File: src/rtl/code_pkg.sv
// rtl/code_pkg.sv - shared opcodes and loader state type
// Purpose: opcode constants and the loader FSM state enum, shared by the
// loader, code_storage and the host-side model.
// Ports: none (package).
package code_pkg;

  localparam logic [7:0] OP_LOAD      = 8'hA1;
  localparam logic [7:0] OP_SET_ADDR  = 8'hA2;
  localparam logic [7:0] OP_SET_COUNT = 8'hA3;

  typedef enum logic [3:0] {
    IDLE,
    ADDR,
    COUNT,
    DATA_HI,
    DATA_LO,
    WRITE,
    ARG,
    APPLY,
    DONE
  } state_t;

endpackage

File: src/rtl/byte_shift_accum.sv
// rtl/byte_shift_accum.sv - big-endian byte accumulator with 1/2/4-byte framing
// Purpose: shifts bytes MSB-first into a 32-bit value and flags the byte that
// completes a field of num_bytes bytes.
// Ports:
//   clk, reset_n        clock, asynchronous active-low reset
//   shift_en            accept byte_in this cycle
//   byte_in[7:0]        incoming byte
//   num_bytes[2:0]      field length (1, 2 or 4)
//   value_next[31:0]    accumulated value including byte_in (valid with complete)
//   complete            byte_in is the last byte of the field
module byte_shift_accum (
  input  logic        clk,
  input  logic        reset_n,
  input  logic        shift_en,
  input  logic [7:0]  byte_in,
  input  logic [2:0]  num_bytes,
  output logic [31:0] value_next,
  output logic        complete
);

  // Only the three most recent bytes need storing; the fourth is byte_in.
  logic [23:0] acc;
  logic [1:0]  cnt;

  assign value_next = {acc, byte_in};
  assign complete   = shift_en && ({1'b0, cnt} == (num_bytes - 3'd1));

  always_ff @(posedge clk or negedge reset_n) begin
    if (!reset_n) begin
      acc <= '0;
      cnt <= '0;
    end else if (shift_en) begin
      acc <= value_next[23:0];
      cnt <= complete ? 2'd0 : cnt + 2'd1;
    end
  end

endmodule

File: src/rtl/code_loader.sv
// rtl/code_loader.sv - byte-stream command decoder driving code_storage writes
// Purpose: decodes LOAD / SET_ADDR / SET_COUNT commands from a valid/ready
// byte stream and drives the code_storage write port and loop registers.
// Ports:
//   clk, reset_n                 clock, asynchronous active-low reset
//   in_data/in_valid/in_ready    host byte stream
//   is_write/write_line/write_data   code_storage write port (1-cycle strobe)
//   code_reset_address + update_code_reset_address   loop address and strobe
//   code_reset_count + update_code_reset_count       loop count and strobe
//   busy, done, error            command in flight, completion pulse, sticky error
module code_loader
  import code_pkg::*;
#(
  parameter int code_size     = 12,
  parameter int max_code_line = 100
) (
  input  logic                 clk,
  input  logic                 reset_n,
  input  logic [7:0]           in_data,
  input  logic                 in_valid,
  output logic                 in_ready,
  output logic                 is_write,
  output logic [31:0]          write_line,
  output logic [code_size-1:0] write_data,
  output logic [31:0]          code_reset_address,
  output logic                 update_code_reset_address,
  output logic [31:0]          code_reset_count,
  output logic                 update_code_reset_count,
  output logic                 busy,
  output logic                 done,
  output logic                 error
);

  localparam logic [31:0] MAX_LINE = 32'(max_code_line);

  state_t      state, next_state;
  logic [31:0] line;
  logic [15:0] remaining;
  logic        op_count;
  logic        xfer;
  logic        shift_en;
  logic [2:0]  num_bytes;
  logic [31:0] acc_value;
  logic        acc_complete;

  assign xfer = in_valid && in_ready;

  byte_shift_accum u_accum (
    .clk        (clk),
    .reset_n    (reset_n),
    .shift_en   (shift_en),
    .byte_in    (in_data),
    .num_bytes  (num_bytes),
    .value_next (acc_value),
    .complete   (acc_complete)
  );

  always_ff @(posedge clk or negedge reset_n) begin
    if (!reset_n) state <= IDLE;
    else          state <= next_state;
  end

  always_comb begin
    next_state = state;
    num_bytes  = 3'd4;
    shift_en   = 1'b0;
    case (state)
      IDLE: begin
        if (xfer) begin
          if (in_data == OP_LOAD) next_state = ADDR;
          else if (in_data == OP_SET_ADDR || in_data == OP_SET_COUNT) next_state = ARG;
        end
      end
      ADDR: begin
        shift_en = xfer;
        if (acc_complete) next_state = COUNT;
      end
      COUNT: begin
        num_bytes = 3'd2;
        shift_en  = xfer;
        if (acc_complete) next_state = (acc_value[15:0] == 16'd0) ? DONE : DATA_HI;
      end
      // The data word is framed as one 2-byte field spanning both states.
      DATA_HI: begin
        num_bytes = 3'd2;
        shift_en  = xfer;
        if (xfer) next_state = DATA_LO;
      end
      DATA_LO: begin
        num_bytes = 3'd2;
        shift_en  = xfer;
        if (xfer) next_state = WRITE;
      end
      WRITE:   next_state = (remaining == 16'd1) ? DONE : DATA_HI;
      ARG: begin
        shift_en = xfer;
        if (acc_complete) next_state = APPLY;
      end
      APPLY:   next_state = DONE;
      DONE:    next_state = IDLE;
      default: next_state = IDLE;
    endcase
  end

  // Outputs are registered from next_state so each strobe lines up with the
  // state it belongs to.
  always_ff @(posedge clk or negedge reset_n) begin
    if (!reset_n) begin
      in_ready                  <= 1'b1;
      is_write                  <= 1'b0;
      write_line                <= '0;
      write_data                <= '0;
      code_reset_address        <= '0;
      update_code_reset_address <= 1'b0;
      code_reset_count          <= '0;
      update_code_reset_count   <= 1'b0;
      busy                      <= 1'b0;
      done                      <= 1'b0;
      error                     <= 1'b0;
      line                      <= '0;
      remaining                 <= '0;
      op_count                  <= 1'b0;
    end else begin
      in_ready                  <= !(next_state inside {WRITE, APPLY, DONE});
      busy                      <= (next_state != IDLE);
      done                      <= (next_state == DONE);
      is_write                  <= 1'b0;
      update_code_reset_address <= 1'b0;
      update_code_reset_count   <= 1'b0;
      case (state)
        IDLE: begin
          if (xfer) begin
            if (in_data == OP_SET_ADDR || in_data == OP_SET_COUNT || in_data == OP_LOAD)
              op_count <= (in_data == OP_SET_COUNT);
            else
              error <= 1'b1;
          end
        end
        ADDR:  if (acc_complete) line <= acc_value;
        COUNT: if (acc_complete) remaining <= acc_value[15:0];
        DATA_LO: begin
          if (xfer) begin
            write_line <= line;
            write_data <= acc_value[code_size-1:0];
            if (line <= MAX_LINE) is_write <= 1'b1;
            else                  error    <= 1'b1;
          end
        end
        WRITE: begin
          line      <= line + 32'd1;
          remaining <= remaining - 16'd1;
        end
        ARG: begin
          if (acc_complete) begin
            if (op_count) begin
              code_reset_count        <= acc_value;
              update_code_reset_count <= 1'b1;
            end else begin
              code_reset_address        <= acc_value;
              update_code_reset_address <= 1'b1;
            end
          end
        end
        default: ;
      endcase
    end
  end

endmodule
File: config.mk
export PLATFORM = sky130hd
export DESIGN_NAME = code_loader
export DESIGN_NICKNAME = d
export VERILOG_FILES = /design/src/rtl/code_pkg.sv /design/src/rtl/byte_shift_accum.sv /design/src/rtl/code_loader.sv
export SDC_FILE = /design/constraint.sdc
export NUM_CORES = 1
export LEC_CHECK = 0
export ABC_AREA = 1
export CELL_PAD_IN_SITES_DETAIL_PLACEMENT = 0
export CELL_PAD_IN_SITES_GLOBAL_PLACEMENT = 1
export CORE_UTILIZATION = 37
export DETAILED_ROUTE_END_ITERATION = 16
export GPL_TIMING_DRIVEN = 0
export PLACE_DENSITY = 0.72
export RECOVER_POWER = 100
export SLEW_MARGIN = 10
export SYNTH_ARGS = -nofsm -noshare
export SYNTH_HDL_FRONTEND = slang
export SYNTH_HIERARCHICAL = 1
export SYNTH_SLANG_ARGS = --single-unit
File: constraint.sdc
create_clock -name clk -period 2.1 [get_ports clk]
set_clock_uncertainty 0.05 [all_clocks]
set_input_delay 0.315 -clock clk [delete_from_list [all_inputs] [get_ports clk]]
set_output_delay 0.315 -clock clk [all_outputs]
set_load 0.05 [all_outputs]
; Word-level counts from Yosys, hierarchy flattened
; Index checks and enable logic that the tools add are counted.
[word_totals]
inputBits = 11
word_cells = 97
out_inout_bits = 115
register_bits = 194
[op_classes]
bitwise = 1
muxes = 32
n_reduce_logical = 21
magnitude_cmp = 1
n_eq_ne = 21
addsub = 4
[ops]
columns = op, count
row1 = $pmux 32 s2, 1
row2 = $mux 4, 10
row3 = $add 32x1->32 const B, 1
row4 = $le 32x7->1 const B, 1
row5 = $mux 32, 1
row6 = $pmux 16 s2, 1
row7 = $pmux 4 s8, 1
row8 = $eq 4x3->1 const B, 6
row9 = $eq 8x8->1 const B, 3
row10 = $eq 16x1->1 const B, 1
row11 = $logic_not 16->1, 1
row12 = $mux 16, 1
row13 = $sub 16x1->16 const B, 1
row14 = $mux 1, 14
row15 = $reduce_and 3->1, 3
row16 = $eq 4x2->1 const B, 2
row17 = $ne 2x2->1 const B, 4
row18 = $reduce_and 2->1, 3
row19 = $reduce_bool 2->1, 3
row20 = $reduce_and 5->1, 1
row21 = $reduce_or 5->1, 1
row22 = $eq 4x1->1 const B, 1
row23 = $eq 4x4->1 const B, 1
row24 = $logic_not 4->1, 1
row25 = 14 further kinds, 17

; Depth between registers and ports, before layout
; Gate-level depths: netlist of run 1.
[depth]
word_depth = 11
ltp_mapped = 20
ltp_nobuf = 20

; By module
; The synthesis of run 1 kept the hierarchy.
[by_module_without_submodules]
columns = module, cells_per_inst, area_per_inst_um2, seq_area_each_um2, instances
row1 = code_loader, 1040, 8400.6, 4205.3, 1
row2 = byte_shift_accum, 130, 1158.6, 650.6, 1

; Worst setup path after synthesis of run 1
; No wires, ideal clock.
[synth_timing]
path_type = flip-flop to flip-flop
startpoint = reg state[3]
endpoint = reg code_reset_count[22]
t_required_ps = 1920
synth_period_minus_slack_ps = 2360
setup_time_ps = 130
setup_slack_ps = -260
path_buffers = 2
t_arrival_ps = 2180
stages_incl_launch_ff = 17
path_cell_list = dfrtp_1 nor2_2 nand2_1 nand2_1 inv_1 ha_1 nand2_1 nand2_1 nand3_2 nor2_4 nand3_4 inv_2 nand2_2 buf_6 buf_6 nand2_1 o21ai_1
[synth_between]
elab_chain_len = 7
elab_cells_between_ends = 13
cone_classes = add/sub: 1 / eq/ne: 6 / mux: 2 / reduce/logical: 4
[synth_rtl]
columns = element, line_no
row1 = start: declaration, code_loader.sv:36  ; state_t state, next_state;
row2 = start signal: assignment, code_loader.sv:60  ; else state <= next_state;
row3 = $eq 4x3->1 or $eq 4x2->1 (tied branches), code_loader.sv:67  ; case (state)
row4 = $reduce_or 3->1 (no source line) *, --
row5 = $mux 3 *, code_loader.sv:67
row6 = named net num_bytes[1], code_loader.sv:42  ; logic [2:0] num_bytes;
row7 = $sub 3x1->3 *, byte_shift_accum.sv:26  ; assign complete = shift_en && ({1'b0, cnt} == (num_bytes - 3'd1));
row8 = $eq 2x3->1 *, byte_shift_accum.sv:26
row9 = $logic_and 1x1->1 *, byte_shift_accum.sv:26
row10 = named net acc_complete, code_loader.sv:44  ; logic acc_complete;
row11 = $reduce_and 3->1 (no source line) *, --
row12 = end signal: assignment, code_loader.sv:156  ; code_reset_count <= acc_value;
row13 = end: declaration, code_loader.sv:27  ; output logic [31:0] code_reset_count,
; The timed path passes the listed nets; every way through them passes the cells marked *.
; A chain may end at the register's enable or synchronous reset.

; Worst setup path in the final report of run 1
[layout_timing]
startpoint = reg state[1]
endpoint = reg code_reset_address[5]
[layout_between]
elab_chain_len = 7
elab_cells_between_ends = 13
cone_classes = add/sub: 1 / eq/ne: 6 / mux: 2 / reduce/logical: 4
[layout_rtl]
columns = element, line_no
row1 = $eq 4x3->1 or $eq 4x2->1 (tied branches), code_loader.sv:67
row2 = $reduce_or 3->1 (no source line) *, --
row3 = $mux 3 *, code_loader.sv:67
row4 = named net num_bytes[1], code_loader.sv:42
row5 = $sub 3x1->3 *, byte_shift_accum.sv:26
row6 = $eq 2x3->1 *, byte_shift_accum.sv:26
row7 = $logic_and 1x1->1 *, byte_shift_accum.sv:26
row8 = named net acc_complete, code_loader.sv:44
row9 = $reduce_and 3->1 (no source line) *, --
row10 = end signal: assignment, code_loader.sv:159  ; code_reset_address <= acc_value;
row11 = end: declaration, code_loader.sv:25  ; output logic [31:0] code_reset_address,
; Marks and branches as above.

==> results of run 1 <==
## what timing repair did
action	4_1_cts	5_1_grt
hold buffers	1	0
gates cloned	13	1
setup buffers	42	16
resized for setup	194	82
pin swaps	27	22
endpoints found under the hold margin	41	0
endpoints found under the setup margin	122	122
## cell families after synthesis
logic type	Yosys count
flip-flops	194
other	1
buffers and inverters	172
XOR/XNOR	11
AND/OR/NAND/NOR	584
adder cells (fa/ha/maj)	5
AO/OA/AOI/OAI	203
## placed cells by master (no fill, tap or decap), drive strengths merged, types with 15 or more instances in the layout
| master | n |
|---|---|
| nor2 | 105 |
| o211ai | 16 |
| inv | 135 |
| nand3 | 73 |
| clkbuf | 42 |
| nand2 | 385 |
| o21ai | 162 |
| a21oi | 15 |
| clkdlybuf4s50 | 112 |
| buf | 87 |
| dfrtp | 193 |
## metal layers
layer / vias up / share of wire / track usage
li1: 4171 / - / -
met4: 0 / 0.019 / 0.0701
met5: - / 0 / 0
met3: 34 / 0.041 / 0.0295
met1: 4204 / 0.48 / 0.355
met2: 216 / 0.46 / 0.385
## flip-flops by register name (all words and copies together), names as in the netlist
name                       count
is_write                       1
update_code_reset_address      1
done                           1
state                          4
in_ready                       1
write_line                    32
line                          32
code_reset_address            32
u_accum/acc                   24
write_data                    12
op_count                       1
busy                           1
update_code_reset_count        1
code_reset_count              32
u_accum/cnt                    2
error                          1
remaining                     16
## through the flow
stage | hold slack, ns | total power, mW
2_1_floorplan | -0.0306 | 10.7
3_3_place_gp | 0.416 | 13.3
3_5_place_dp | 0.191 | 13.4
4_1_cts | 0.302 | 17.8
5_1_grt | 0.452 | 19.0
6_report | 0.435 | 18.0
## cell type report
| class | count | area, sq um | area share |
|---|---|---|---|
| plain buffers | 47 | 454 | 0.0335 |
| well taps | 330 | 413 | 0.0305 |
| multi-input cells | 806 | 4630 | 0.342 |
| clock buffers | 17 | 425 | 0.0314 |
| inverters | 123 | 499 | 0.0369 |
| flip-flops and latches | 194 | 4860 | 0.359 |
| repair inverters | 3 | 33.8 | 0.00249 |
| repair buffers | 187 | 2000 | 0.148 |
| clock inverters | 15 | 223 | 0.0164 |
## worst paths after layout
path	startpoint	to	depth (start not counted)
setup / recovery	state[1]	code_reset_address[5]	16
hold / removal	write_line[2]	write_line[2]	2
setup reg to reg	state[1]	code_reset_address[5]	16
hold reg to reg	write_line[2]	write_line[2]	2
max in group asynchronous	reset_n	update_code_reset_count	3
min in group asynchronous	reset_n	write_line[25]	2
## power by group through the flow
stage / sequential (mW) / clock, mW / combinational (mW)
6_report: 6.26 / 3.57 / 8.15
5_1_grt: 6.42 / 3.76 / 8.84
4_1_cts: 6.19 / 3.62 / 8.04
3_5_place_dp: 6.22 / 0 / 7.15
3_3_place_gp: 6.20 / 0 / 7.07
2_1_floorplan: 7.57 / 0 / 3.14
## critical path, cell delays in order (launching register included)
cell,delay [ns]
dfrtp_2,0.46
nor2_4,0.15
nand2_2,0.06
nand2_2,0.08
inv_2,0.05
ha_4,0.25
nand2_1,0.04
nand2_1,0.07
nand3_2,0.10
nor2_4,0.15
buf_6,0.13
nand3_4,0.10
nor2_4,0.18
clkinv_4,0.17
buf_8,0.19
nand2_4,0.05
o21ai_2,0.04
==> results.ini, run 1 <==
[setup_path]
cp.required_ns=2.38
timing.reg2reg.setup_slack_ns=-0.36
arrival_ns=2.75
cp-start-kind=flip-flop
end_kind=flip-flop
crit_fanout=7
crit_type=reg -> reg

[synth]
synth-simple-area-share=0.260
netlist_instances=1170
synthTopCellsByCount=nand2_1 (374), dfrtp_1 (193), inv_1 (114), nor2_1 (92), o21ai_0 (87)
ys_types=41
synth_xor_area_frac=0.0101
synth-compound-area-share=0.128
synth_edf_count=0
synth_top_area_cell=dfrtp_1
seq_area_frac_synth=0.508
yosysMostFrequentCell=nand2_1
synth_top_family_by_area=simple AND/OR/NAND/NOR gates
synthFlopType=dfrtp_1
ys_ff_latch=194
synthArstFlopShare=1.00
yosys_warnings=6
synthMuxAreaShare=0
synthAdderAreaFrac=0.00654
syn_area_sq_um=9560
synth_top_area_share=0.505
synth.avg_cell_area_sq_um=8.17
synth.area.top_cells=dfrtp_1 (51%), nand2_1 (15%), o21ai_0 (4.6%)

[power]
swShare=0.477
combPwrFrac=0.453
internal_power_mw=9.41
p_leak_nw=6.12
ir_drop_uv=813
power_density_nw_per_um2=1330
pwr-share-clk=0.199
pwr-share-seq=0.348
power.switching_mw=8.57

[floorplanning]
rows=58
initial_core_util=0.379
die_h_um=163
ioPinCount=126
die_area_sq_um=26500
fp.dieW_um=163
fp.coreArea_sq_um=25300

[drt]
drt-pass1-iter-count=5
vias=8625
wire_per_inst_um=18.2
wirelength_mm=31.3
drt_iter0_drc=703
drc=0
viasPerCell=5.01
antenna_left=0

[placed_design]
hpwl_mm=22.4
pre_cts_slack_ns=-0.852
dp.cells=1629
gp_congestion=0.881
place_area_sq_um=11400
numPortBuffers=125

[sta]
fin_ws_ns=-0.361
finalHoldViolCount=0
fin_crit_ns=2.46
rsz0062_at_grt=true
setup_violations=120
max_freq_mhz=406
worst_slew_pin_slew_ns=1.19
slew_violations=0
fin_tns_setup_ns=-34.38
slew_headroom=0.205
timing.final.crit_share=1.17

[grt]
overflow=0
grt_max_degree=86
grt_pass1_vias=8316
antenna_found_initial=2
grt_pass1_wl_mm=48.5
grt_use_total=0.245

[clock_network]
clk_latency_ns=0.45
h-tree-depth=4
cts_tree=yes
clock-sinks=194
clock_tree.root_cell=clkbuf_16
clk_pin_slew_ns=0.10
cts_inserted_buffers=17
clockBufferDepth=2

[final_layout]
drive_gt1_frac=0.254
finalNonFillerCells=1722
synthToLayoutAreaGrowth_pct=41.6
final_nets=1395
post-route-cell-area_sq_um=13500
num_antenna_cells=0
fill_cells=2413
final_core_utilization=0.536

[run]
drv_cap=0

[outcome]
status=finished with violations
violations=negative setup slack

[min_path]
hp-class=reg -> reg

Power figures use the tool's default switching activity.
==> inputs of run 2 (changes only) <==
- CAP_MARGIN: default -> 20
- HOLD_SLACK_MARGIN: default -> 0.12
==> results of run 2 <==
Same layout as run 1: the final DEF is identical, and so are final timing and power.
